## src/rtl/sha_1_pad.sv

```systemverilog
// sha_1_pad: message padder in front of the SHA-1 compression core.
// Collects 32-bit big-endian message words into 512-bit blocks and appends
// the 0x80 marker, zero fill and 64-bit bit length. Each block is handed to
// the core with a one-cycle Enable pulse. The next block is only started
// after the core answers with Ready.
module sha_1_pad #(
    parameter int LEN_W = 64
) (
    input  logic         clk,
    input  logic         rst,
    input  logic [31:0]  in_data,
    input  logic [2:0]   in_nbytes,
    input  logic         in_last,
    input  logic         in_valid,
    output logic         in_ready,
    output logic [511:0] Data,
    output logic [63:0]  Index,
    output logic         Enable,
    input  logic         Ready,
    output logic         done,
    output logic         busy,
    output logic [1:0]   dbg_state
);

    // Input handshake: a word transfers on a rising clk edge where
    // in_valid && in_ready. in_ready is a registered output and is high only
    // in FILL. While in_ready is low, in_valid is ignored. Upstream keeps
    // in_data/in_nbytes/in_last stable until the transfer happens.

    typedef enum logic [1:0] {
        FILL = 2'd0,
        PAD  = 2'd1,
        SEND = 2'd2,
        WAIT = 2'd3
    } state_t;

    state_t             state_q, state_d;
    logic [3:0]         wc_q, wc_d;          // next block word to fill
    logic [4:0]         p_q, p_d;            // word holding the 0x80 (16 = next block)
    logic [LEN_W-1:0]   bitlen_q, bitlen_d;
    logic [63:0]        index_q, index_d;
    logic [511:0]       data_q, data_d;
    logic               enable_q, enable_d;
    logic               in_ready_q, in_ready_d;
    logic               final_q, final_d;    // current block carries the length
    logic               extra_q, extra_d;    // a length-only block must follow
    logic               pend_q, pend_d;      // 0x80 not yet placed (goes in extra block)

    logic               xfer;
    logic [31:0]        word_w;
    logic [3:0]         wc_nx;
    logic [63:0]        len64;

    // Keep only the valid leading bytes of a word.
    function automatic logic [31:0] mask_bytes(input logic [31:0] d, input logic [2:0] nb);
        logic [31:0] r;
        case (nb)
            3'd0:    r = 32'h0000_0000;
            3'd1:    r = {d[31:24], 24'h00_0000};
            3'd2:    r = {d[31:16], 16'h0000};
            3'd3:    r = {d[31:8], 8'h00};
            default: r = d;
        endcase
        return r;
    endfunction

    // 0x80 marker placed right after nb valid bytes within the same word.
    function automatic logic [31:0] marker_word(input logic [2:0] nb);
        logic [31:0] r;
        case (nb)
            3'd0:    r = 32'h8000_0000;
            3'd1:    r = 32'h0080_0000;
            3'd2:    r = 32'h0000_8000;
            3'd3:    r = 32'h0000_0080;
            default: r = 32'h0000_0000;
        endcase
        return r;
    endfunction

    assign len64 = 64'(bitlen_q);
    assign xfer  = in_valid && in_ready_q && (state_q == FILL);
    assign wc_nx = wc_q + 4'd1;

    // Next-state and datapath update for the padding FSM.
    always_comb begin
        state_d  = state_q;
        wc_d     = wc_q;
        p_d      = p_q;
        bitlen_d = bitlen_q;
        index_d  = index_q;
        data_d   = data_q;
        final_d  = final_q;
        extra_d  = extra_q;
        pend_d   = pend_q;
        word_w   = mask_bytes(in_data, in_nbytes);

        case (state_q)
            FILL: begin
                if (xfer) begin
                    bitlen_d = bitlen_q + LEN_W'({in_nbytes, 3'b000});
                    if (in_last) begin
                        if (in_nbytes < 3'd4) begin
                            word_w = word_w | marker_word(in_nbytes);
                            p_d    = {1'b0, wc_q};
                        end else begin
                            p_d = {1'b0, wc_q} + 5'd1;
                            // A full last word in word 15 pushes the marker
                            // into the extra block.
                            if (wc_q != 4'd15) begin
                                data_d[{wc_nx, 5'd0} +: 32] = 32'h8000_0000;
                            end
                        end
                        data_d[{wc_q, 5'd0} +: 32] = word_w;
                        state_d = PAD;
                    end else begin
                        data_d[{wc_q, 5'd0} +: 32] = word_w;
                        wc_d = wc_nx;
                        if (wc_q == 4'd15) begin
                            final_d = 1'b0;
                            extra_d = 1'b0;
                            pend_d  = 1'b0;
                            state_d = SEND;
                        end
                    end
                end
            end

            PAD: begin
                for (int w = 0; w < 16; w++) begin
                    if (w > int'(p_q)) begin
                        data_d[9'(w * 32) +: 32] = 32'h0000_0000;
                    end
                end
                if (p_q <= 5'd13) begin
                    data_d[479:448] = len64[63:32];
                    data_d[511:480] = len64[31:0];
                    final_d = 1'b1;
                    extra_d = 1'b0;
                    pend_d  = 1'b0;
                end else begin
                    final_d = 1'b0;
                    extra_d = 1'b1;
                    pend_d  = (p_q == 5'd16);
                end
                state_d = SEND;
            end

            SEND: begin
                state_d = WAIT;
            end

            WAIT: begin
                if (Ready) begin
                    if (final_q) begin
                        index_d  = 64'd0;
                        bitlen_d = '0;
                        wc_d     = 4'd0;
                        final_d  = 1'b0;
                        state_d  = FILL;
                    end else if (extra_q) begin
                        data_d          = '0;
                        data_d[31:0]    = pend_q ? 32'h8000_0000 : 32'h0000_0000;
                        data_d[479:448] = len64[63:32];
                        data_d[511:480] = len64[31:0];
                        index_d = index_q + 64'd1;
                        final_d = 1'b1;
                        extra_d = 1'b0;
                        pend_d  = 1'b0;
                        state_d = SEND;
                    end else begin
                        index_d = index_q + 64'd1;
                        wc_d    = 4'd0;
                        state_d = FILL;
                    end
                end
            end

            default: state_d = FILL;
        endcase

        enable_d   = (state_d == SEND);
        in_ready_d = (state_d == FILL);
    end

    // State and output registers with synchronous active-low reset.
    always_ff @(posedge clk) begin
        if (!rst) begin
            state_q    <= FILL;
            wc_q       <= 4'd0;
            p_q        <= 5'd0;
            bitlen_q   <= '0;
            index_q    <= 64'd0;
            data_q     <= '0;
            enable_q   <= 1'b0;
            in_ready_q <= 1'b0;
            final_q    <= 1'b0;
            extra_q    <= 1'b0;
            pend_q     <= 1'b0;
        end else begin
            state_q    <= state_d;
            wc_q       <= wc_d;
            p_q        <= p_d;
            bitlen_q   <= bitlen_d;
            index_q    <= index_d;
            data_q     <= data_d;
            enable_q   <= enable_d;
            in_ready_q <= in_ready_d;
            final_q    <= final_d;
            extra_q    <= extra_d;
            pend_q     <= pend_d;
        end
    end

    assign in_ready  = in_ready_q;
    assign Data      = data_q;
    assign Index     = index_q;
    assign Enable    = enable_q;
    // done coincides with the core's Ready on the last block, when Hash is valid.
    assign done      = rst && (state_q == WAIT) && Ready && final_q;
    assign busy      = (state_q != FILL) || (wc_q != 4'd0) || (index_q != 64'd0);
    assign dbg_state = state_q;

endmodule

```

## config.mk

```make
export PLATFORM = sky130hd
export DESIGN_NAME = sha_1_pad
export DESIGN_NICKNAME = d
export VERILOG_FILES = /design/src/rtl/sha_1_pad.sv
export SDC_FILE = /design/constraint.sdc
export NUM_CORES = 1
export LEC_CHECK = 0
export CAP_MARGIN = 20
export CELL_PAD_IN_SITES_DETAIL_PLACEMENT = 1
export CELL_PAD_IN_SITES_GLOBAL_PLACEMENT = 1
export CORE_ASPECT_RATIO = 1.4
export CORE_UTILIZATION = 34
export DETAILED_ROUTE_END_ITERATION = 8
export GPL_TIMING_DRIVEN = 0
export PLACE_DENSITY_LB_ADDON = 0.2
export SYNTH_ARGS = -nofsm -noshare
export SYNTH_HDL_FRONTEND = slang
export SYNTH_SLANG_ARGS = --single-unit
```

## constraint.sdc

```tcl
create_clock -name clk -period 2.9 [get_ports clk]
set_clock_uncertainty 0.1 [all_clocks]
set_input_delay 0.87 -clock clk [delete_from_list [all_inputs] [get_ports clk]]
set_output_delay 0.87 -clock clk [all_outputs]
set_load 0.005 [all_outputs]
```

==> run summary <==
Grt met3 use -> 8.187%
Clk Latency, worst-skew pair -> 0.64 ns
Worst EP arrival -> 2.17 ns
Fmax -> 0.3184 GHz
GRT Overall Usage -> 33.58%
Failing checks -> DRC, setup timing
Leakage power -> 14.12 nW
Starting density of the core -> 34.33%
Initial DRC Count -> 2017
Buf/Inv on CP -> 1
Mapped cell area -> 0.02851 mm^2
Ys async rst share -> 0%
Area growth syn-to-layout -> 47.23%
Pwr Density -> 617.9 mW/mm^2
Setup crit end kind -> output pin
Vias per cell -> 5.724
Top-area cell type share of the netlist area -> 45.85%
Cell taking the most area after synthesis -> dfxtp_1
CP Data Required Time -> 1.93 ns
RSZ-0062 raised after global routing -> yes
Setup ws final -> -0.2406 ns
Setup crit start kind -> flop
Final Non-Filler Cells -> 5377
CTS tree -> yes
Mapped Nets -> 3477
CTS root buf -> clkbuf_16
Number of detailed-route iterations in the first pass -> 8
Worst-margin pin slew -> 1.055 ns
Status -> complete, but fails checks
Hold Vio Cnt, Final -> 0
Delay-heaviest family, CP -> simple AND/OR/NAND/NOR gates
RD Place Congestion -> 0.9568
Final setup TNS -> -3.085 ns
Pre-CTS WS -> -1.688 ns
Max Cap Viol -> 0
Met1 usage in global routing -> 37.90%
Peak supply drop -> 0.4664 mV
Core Region -> 0.08305 mm^2
Routed wire length -> 150.7 mm
GRT overflow -> 0
Sink Count -> 653
Layout cell share with drive strength beyond 1 -> 15.83%
Largest net degree at the start of global routing -> 17
DIE AREA -> 0.08504 mm^2
Post-DRT Antenna Nets -> 0
Die width -> 246.7 um
DRC errors left -> 130
Tcrit/Tclk final -> 108.3%
EDFF count, synth -> 0
Io pins -> 622
Die height -> 344.6 um
Mapped Cells -> 3421
Flops & latches, synth -> 653
Synth warn -> 0
Ys flop type -> dfxtp_1
CTS max path bufs -> 3
CP max stage delay -> 0.40 ns
Final Max Slew Viols -> 0
Area after DPL -> 0.03640 mm^2
Area contributors post-synth -> dfxtp_1 (46%), nor2_1 (7.8%), a21oi_1 (4.6%)
Min Hold Slack -> 0.3521 ns
Final-layout fill cell count -> 9588
Syn avg cell area -> 8.335 um^2
Endpoints failing setup -> 75
Worst-path fanout max -> 6
Min cycle time layout -> 3.141 ns
Worst-path cell chain -> nor4_2 > nand4_1 > nor3_4 > nand3_2 > buf_6
First-pass GRT wire length -> 209.4 mm
Register area share after synthesis -> 45.85%
Setup CP Type -> flop to output pin
Hold WC Path Type -> flop to flop
Buffers added on ports -> 619
Layout Nets -> 4306
Final core utilization -> 50.55%
Footprint of the multi-input gates -> 0.01527 mm^2
Vias -> 30780
Yosys cell types -> 101
Placed instance count -> 5137
Antenna violations before repair -> 3
WL/cell -> 28.03 um
Met2 GRT Util -> 58.46%
H-tree depth -> 3
Site Rows -> 125
Final HPWL DP -> 111.7 mm
Num CTS Buffers -> 71
Clk slew on worst S/H paths -> 0.06 ns
Slowest CP cell -> dfxtp_1
Overall Power -> 25.94 mW
GRT Max-Usage Layer -> met2
Register area -> 0.01310 mm^2
Vias in the first global route -> 30470
Worst rel slew slack -> 29.66%
Final instance area -> 0.04198 mm^2
Hold-fix buffers, CTS -> 0
## synth_stat cells, drive strengths merged (27+ instances only)
master,count
a211oi,43
a21oi,262
a22o,28
a22oi,29
buf,98
clkbuf,220
dfxtp,653
inv,28
mux2i,127
nand2,250
nand3,215
nand4,88
nor2,595
nor3,141
nor4,105
o21ai,55
o2bb2ai,31
o31ai,66
or3,27
xnor2,64
xor2,38
## cell type report
class	count	area share [%]
multi-input cells	2422	36.38
clock buffers	100	4.903
well taps	1079	3.216
clock inverters	18	0.5365
plain buffers	304	4.662
repair buffers	769	18.77
inverters	29	0.3040
diodes	3	0.01788
flip-flops and latches	653	31.21
## cell families after synthesis
family,synth area share (%)
buffers and inverters,5.226
multiplexers,4.537
flip-flops,45.85
XOR/XNOR,3.133
AO/OA/AOI/OAI,14.92
adder cells (fa/ha/maj),0.7285
AND/OR/NAND/NOR,25.60
## cells in the final DEF, fill, tap and decap left out, types with 18 or more instances in the layout
cell	count
nor3_1	110
nor2_1	580
a22o_1	28
xnor2_1	63
buf_8	32
or3_1	25
buf_4	105
nor4_1	83
a211oi_1	42
nor3_2	25
clkbuf_16	89
dfxtp_1	644
clkbuf_1	133
buf_12	18
mux2i_1	120
inv_1	22
clkbuf_4	18
o21ai_0	44
a22oi_2	26
o2bb2ai_1	31
o31ai_1	63
a21oi_1	241
xor2_1	37
buf_2	29
nand2_1	232
clkdlybuf4s50_1	614
nand3_1	207
clkbuf_2	62
o311a_1	23
buf_6	41
nand4_1	87
## registers in the layout, summed over array words and instances, names as in the netlist
name	cells
final_q	1
bitlen_q	61
in_ready	1
dbg_state	2
pend_q	1
Index	64
Data	512
p_q	5
extra_q	1
wc_q	4
Enable	1
## repair_timing
| item | CTS | global route |
|---|---|---|
| gates resized for setup | 273 | 338 |
| setup buffers | 47 | 67 |
| pin swaps | 26 | 99 |
| cloned | 0 | 20 |
| endpoints found under the setup margin | 632 | 543 |
## final timing paths
kind                                  end  cells past startpoint  slack [ns]    startpoint
worst min-delay path             Data[59]                      2        0.35      Data[59]
worst max register to register  Data[430]                     15       -0.11  dbg_state[1]
worst max-delay path                 busy                      5       -0.24     Index[22]
worst min register to register   Data[59]                      2        0.35      Data[59]
## where the power goes
part           internal, mW  leakage [nW]  total, mW  switching [mW]
Clock                  5.23          1.13       9.26            4.03
Combinational          2.61          7.73       7.26            4.65
Sequential             9.22          5.27       9.43           0.203
Total                  17.1          14.1       25.9            8.88
## per-layer routing
metal  share of wire, %  vias up
li1                   -    13800
met1                 38    15430
met2                 49     1190
met3                7.2      364
met4                5.9        2
met5             0.0073        -
## tightest hold or removal path, stage by stage (launching register included)
cell and delay [ns]:
dfxtp_1 0.31, nand2_1 0.05, a21oi_1 0.05
Power figures use the tool's default switching activity.
